### src/rtl/md5_multi_ctx_cruncher.sv
// MD5 compression engine: one step per clock over NUM_CTX independent chaining values.
// Optional abort input when MD5_ABORT_EN is defined.
//
// state    | meaning
// S_IDLE   | waiting for start
// S_CRUNCH | running MD5 step i (0..63), one per cycle
// S_FINAL  | folding working regs into CV[act]
// S_DONE   | done pulse; a new start is accepted here too
module md5_multi_ctx_cruncher #(
  parameter int NUM_CTX = 2,
  parameter int CTX_W   = (NUM_CTX > 1) ? $clog2(NUM_CTX) : 1
) (
  input  logic               clk,
  input  logic               reset,
  input  logic               start,
  input  logic               init,
  input  logic [CTX_W-1:0]   ctx_sel,
  output logic               busy,
  output logic               done,
  output logic [CTX_W-1:0]   done_ctx,
  output logic [5:0]         iaddr,
  input  logic [31:0]        kdata,
  input  logic [4:0]         sdata,
  output logic [CTX_W-1:0]   msg_ctx,
  output logic [3:0]         gaddr,
  input  logic [31:0]        mdata,
  input  logic [CTX_W-1:0]   rd_ctx,
  output logic [127:0]       digest
`ifdef MD5_ABORT_EN
  ,
  input  logic               abort
`endif
);

  localparam logic [127:0] IV = {32'h10325476, 32'h98badcfe, 32'hefcdab89, 32'h67452301};

  typedef enum logic [1:0] {S_IDLE, S_CRUNCH, S_FINAL, S_DONE} state_t;

  state_t           state, state_nxt;
  logic [CTX_W-1:0] act;
  logic [5:0]       step;
  logic [31:0]      a, b, c, d;
  logic [127:0]     cv [NUM_CTX];

  logic             abort_hit;
  logic             sel_ok;
  logic             accept;
  logic [127:0]     cv_sel, cv_act, cv_rd;
  logic [31:0]      f, sum, rot, step_b;
  logic [3:0]       g;

`ifdef MD5_ABORT_EN
  assign abort_hit = abort && ((state == S_CRUNCH) || (state == S_FINAL));
`else
  assign abort_hit = 1'b0;
`endif

  // Context muxes by compare so out-of-range indices read as zero / invalid.
  always_comb begin
    sel_ok = 1'b0;
    cv_sel = '0;
    cv_act = '0;
    cv_rd  = '0;
    for (int n = 0; n < NUM_CTX; n++) begin
      if (ctx_sel == CTX_W'(n)) begin
        sel_ok = 1'b1;
        cv_sel = cv[n];
      end
      if (act == CTX_W'(n)) cv_act = cv[n];
      if (rd_ctx == CTX_W'(n)) cv_rd = cv[n];
    end
  end

  assign accept = start && sel_ok && ((state == S_IDLE) || (state == S_DONE));

  always_comb begin
    f = '0;
    g = step[3:0];
    case (step[5:4])
      2'd0: begin
        f = (b & c) | (~b & d);
        g = step[3:0];
      end
      2'd1: begin
        f = (d & b) | (~d & c);
        g = step[3:0] * 4'd5 + 4'd1;
      end
      2'd2: begin
        f = b ^ c ^ d;
        g = step[3:0] * 4'd3 + 4'd5;
      end
      default: begin
        f = c ^ (b | ~d);
        g = step[3:0] * 4'd7;
      end
    endcase
    sum    = a + f + kdata + mdata;
    // A right shift by 32 yields zero, so sdata=0 degenerates to identity.
    rot    = (sum << sdata) | (sum >> (6'd32 - {1'b0, sdata}));
    step_b = b + rot;
  end

  always_comb begin
    state_nxt = state;
    case (state)
      S_IDLE, S_DONE: state_nxt = accept ? S_CRUNCH : S_IDLE;
      S_CRUNCH:       if (step == 6'd63) state_nxt = S_FINAL;
      S_FINAL:        state_nxt = S_DONE;
      default:        state_nxt = S_IDLE;
    endcase
    if (abort_hit) state_nxt = S_IDLE;
  end

  always_ff @(posedge clk) begin
    if (reset) begin
      state <= S_IDLE;
      act   <= '0;
      step  <= '0;
      a     <= '0;
      b     <= '0;
      c     <= '0;
      d     <= '0;
      for (int n = 0; n < NUM_CTX; n++) cv[n] <= IV;
    end else begin
      state <= state_nxt;
      case (state)
        S_IDLE, S_DONE: begin
          if (accept) begin
            act  <= ctx_sel;
            step <= '0;
            if (init) {d, c, b, a} <= IV;
            else      {d, c, b, a} <= cv_sel;
          end
        end
        S_CRUNCH: begin
          if (abort_hit) begin
            step <= '0;
          end else begin
            a    <= d;
            b    <= step_b;
            c    <= b;
            d    <= c;
            step <= step + 6'd1;
          end
        end
        default: ;
      endcase
      // CV[act] keeps the pre-chunk value until FINAL, so it doubles as the feed-forward operand.
      for (int n = 0; n < NUM_CTX; n++) begin
        if (accept && init && (ctx_sel == CTX_W'(n)))
          cv[n] <= IV;
        else if ((state == S_FINAL) && !abort_hit && (act == CTX_W'(n)))
          cv[n] <= {cv_act[127:96] + d, cv_act[95:64] + c, cv_act[63:32] + b, cv_act[31:0] + a};
      end
    end
  end

  assign busy     = (state == S_CRUNCH) || (state == S_FINAL);
  assign done     = (state == S_DONE);
  assign done_ctx = done ? act : '0;
  assign iaddr    = step;
  assign gaddr    = g;
  assign msg_ctx  = busy ? act : ctx_sel;
  assign digest   = cv_rd;

endmodule

### config.mk
export PLATFORM = sky130hd
export DESIGN_NAME = md5_multi_ctx_cruncher
export DESIGN_NICKNAME = d
export VERILOG_FILES = /design/src/rtl/md5_multi_ctx_cruncher.sv
export SDC_FILE = /design/constraint.sdc
export NUM_CORES = 2
export LEC_CHECK = 0
export ABC_AREA = 1
export BUFFER_PORTS_ARGS = -buffer_cell sky130_fd_sc_hd__clkbuf_2
export CORE_MARGIN = 8
export CORE_UTILIZATION = 30
export DETAILED_ROUTE_END_ITERATION = 8
export SETUP_SLACK_MARGIN = 0.02
export SYNTH_ARGS = -nofsm -noshare
export SYNTH_HDL_FRONTEND = slang
export SYNTH_SLANG_ARGS = --single-unit
export TNS_END_PERCENT = 5
### constraint.sdc
create_clock -name clk -period 6.2 [get_ports clk]
set_clock_uncertainty 0.05 [all_clocks]
set_input_delay 0.31 -clock clk [delete_from_list [all_inputs] [get_ports clk]]
set_output_delay 0.31 -clock clk [all_outputs]
set_load 0.05 [all_outputs]
==> impl_metrics.csv <==
group,metric,value,unit
status,status,"finished with violations",
status,violations,"setup timing",
worst_setup_path,ff2ff_path_depth,45,
detailed_routing,avgRoutedWirePerCell,22.9,um
min_path,hp-start,"ctx_sel",
yosys,ys.flop_type,"edfxtp_1",
grt,grt_use_total,25.2,%
die,fp-row-count,127,
place,pre_cts_ws,-0.927,ns
die,core,119000,um2
yosys,async_flop_share,0,%
layout,drive_gt1_share,24.4,%
worst_setup_path,crit_family,"simple AND/OR/NAND/NOR gates",
place,gp_congestion,1.01,
clocking,cts.path.max_buffers,3,
timing,setup_viol,3,
worst_setup_path,slowest_delay,0.63,ns
timing,rsz0062_at_grt,"yes",
die,initial_utilization,30.1,%
yosys,synth-seq-cells,393,
timing,fin_crit_sh,101,%
layout,final_cell_mix,"1,121 x nand2_1, 666 x buf_4, 642 x inv_1",
place,dp_hpwl,136,mm
clocking,h-tree-depth,2,
worst_setup_path,rrSetupSlack,-0.05,ns
grt,grt_max_degree,116,
worst_setup_path,critPathMostFrequentCell,"nand2_2",
yosys,yosys.area.top_type,"edfxtp_1",
worst_setup_path,cp-end-kind,"flop",
die,dieArea,131000,um2
detailed_routing,first_iter_violations,4274,
clocking,cts_buffers,45,
die,die_x,362,um
yosys,yosys.area.top_type_share,21.4,%
worst_setup_path,reg2reg_from,"iaddr[4]$_SDFFE_PP0P_",
layout,layout_commonest_cell,"nand2_1",
worst_setup_path,r2r-end,"b[31]$_SDFFE_PP0P_",
detailed_routing,drcViolationCount,0,
timing,max_freq,0.160,GHz
detailed_routing,routed_wl,175,mm
yosys,synthCells,5262,
clocking,clkSlewWorstSetupHoldPaths,0.06,ns
worst_setup_path,cp-start-kind,"flop",
die,io_pins,217,
worst_setup_path,cp.arrival,6.74,ns
die,dieHeight,362,um
place,io_buffer_count,216,
detailed_routing,postRouteAntennaNets,0,
clocking,numClockSinks,393,
yosys,synth_area,35900,um2
timing,final-hold-violation-count,0,
layout,area_growth,32.5,%
timing,finalCriticalPeriod,6.25,ns
grt,antenna_found_initial,2,
timing,drv_slew,0,
min_path,hold_depth,3,
grt,grt-ovfl-total,0,
min_path,hold_end,"act$_SDFFE_PP0P_",
yosys,synth_area_leaders,"edfxtp_1 21%, nand2_1 13%, o21ai_0 9.2%",
detailed_routing,post_drt_via_cell_ratio,5.35,
timing,tightest_slew,1.26,ns
layout,finalNetCount,6335,
worst_setup_path,path_class,"reg2reg",
worst_setup_path,path_max_fanout,4,
detailed_routing,num_vias,40900,
clocking,clkLatencyLatePin,0.63,ns
worst_setup_path,cpMaxStageDelayCell,"fa_2",
yosys,ys_seq_area_share,29.0,%
layout,diodes,0,
layout,utilization,39.9,%
worst_setup_path,crit_buf_inv,12,
worst_setup_path,cp.required,6.69,ns
clocking,cts_tree,"built",
min_path,hp-class,"in2reg",
yosys,synth_edf_count,256,
layout,fillers,12500,
timing,slew_headroom,15.1,%
yosys,avgSynthCellArea,6.83,um2
timing,holdWs,0.307,ns
grt,grt_pass1_wl,249,mm
timing,setup_slack,-0.0534,ns
clocking,root_buffer,"clkbuf_16",
yosys,yosys_warnings,0,
yosys,synth_nets,5604,
run,drv_cap,0,
grt,grt_pass1_vias,37700,
yosys,netlist-cell-type-count,58,
detailed_routing,first_pass_iters,6,
==> worst max path at each step <==
stage / from / end / slack, ns / cells past startpoint
floorplan: iaddr[4]$_SDFFE_PP0P_ / b[16]$_SDFFE_PP0P_ / 0.06 / 40
global placement: b[9]$_SDFFE_PP0P_ / b[17]$_SDFFE_PP0P_ / -0.88 / 38
detailed placement: b[9]$_SDFFE_PP0P_ / b[17]$_SDFFE_PP0P_ / -0.93 / 41
CTS: iaddr[4]$_SDFFE_PP0P_ / b[17]$_SDFFE_PP0P_ / -0.09 / 45
global route: iaddr[4]$_SDFFE_PP0P_ / b[31]$_SDFFE_PP0P_ / -0.33 / 45
finish: iaddr[4]$_SDFFE_PP0P_ / b[31]$_SDFFE_PP0P_ / -0.05 / 45
==> cell families (layout without fill, tap and decap cells) <==
| kind of cell | Yosys count | count (layout) | synth area share, % |
|---|---|---|---|
| flops | 393 | 393 | 29.0 |
| buf+inv | 917 | 1685 | 9.64 |
| fa+ha+maj | 267 | 267 | 10.7 |
| compound gates | 1454 | 1454 | 22.8 |
| simple gates | 2080 | 2080 | 24.1 |
| xor+xnor | 149 | 149 | 3.63 |
| mux | 2 | 2 | 0.0557 |
==> cell usage after synthesis (7+ instances only) <==
library cell and instances:
nand2_1 1222, inv_1 665, o21ai_0 662, a21oi_1 459
nand3_1 367, nor2_1 344, edfxtp_1 256, clkbuf_1 212
ha_1 198, dfxtp_1 137, a221oi_1 86, xnor2_1 85
fa_1 69, xor2_1 64, o211ai_1 53, nand4_1 38
nor3_1 35, a31oi_1 34, buf_1 20, o21ai_1 20
o31ai_1 19, a211oi_1 18, o21a_1 16, o21bai_1 15
a21o_1 14, nand3b_1 13, o2111ai_1 13, or2_2 13
nand2_2 12, nor4_1 10, buf_2 8, o21ai_2 8
nand3_2 7, o221ai_1 7
==> timing repair <==
item	CTS	global route
gates cloned	2	0
hold buffers	1	0
gates resized for setup	186	343
hold endpoints to repair	1	0
setup endpoints to repair	25	28
pin swaps	34	147
setup buffers	27	31
==> registers in the layout (all words and copies together), names as in the netlist <==
register	count
cv	256
b	32
act	1
a	32
iaddr	6
c	32
state	2
d	32
==> routing by layer <==
| metal | vias up | track usage [%] | wire length (um) | part of all wire, % |
|---|---|---|---|---|
| met4 | 0 | 11.7 | 9660 | 5.5 |
| met5 | - | 0 | 0 | 0 |
| met3 | 291 | 3.94 | 15000 | 8.6 |
| met1 | 19400 | 33.3 | 72500 | 41 |
| met2 | 1792 | 40.2 | 77600 | 44 |
| li1 | 19300 | - | - | - |
==> through the flow <==
stage,std cells,area (um2),setup TNS [ns]
6_report,7642,47600,-0.0721
5_1_grt,7642,47600,-5.12
4_1_cts,7613,46000,-0.150
3_5_place_dp,7501,43400,-7.55
3_3_place_gp,7501,43400,-6.39
2_1_floorplan,5262,35900,0
==> tightest hold or removal path, stage by stage <==
cell	delay, ns
buf_4	0.24
o21ai_0	0.26
a21oi_1	0.05
==> final cells by class <==
| type | count | area (um2) | area share (%) |
|---|---|---|---|
| well taps | 1612 | 2020 | 4.24 |
| inverters | 674 | 2540 | 5.34 |
| multi-input cells | 3952 | 24200 | 50.8 |
| repair buffers | 927 | 6900 | 14.5 |
| clock buffers | 62 | 1280 | 2.69 |
| flip-flops and latches | 393 | 10500 | 22.0 |
| clock inverters | 22 | 238 | 0.499 |
Power is not shown: default switching activity piles up to over one toggle a cycle in this logic, so the estimate is an artifact.
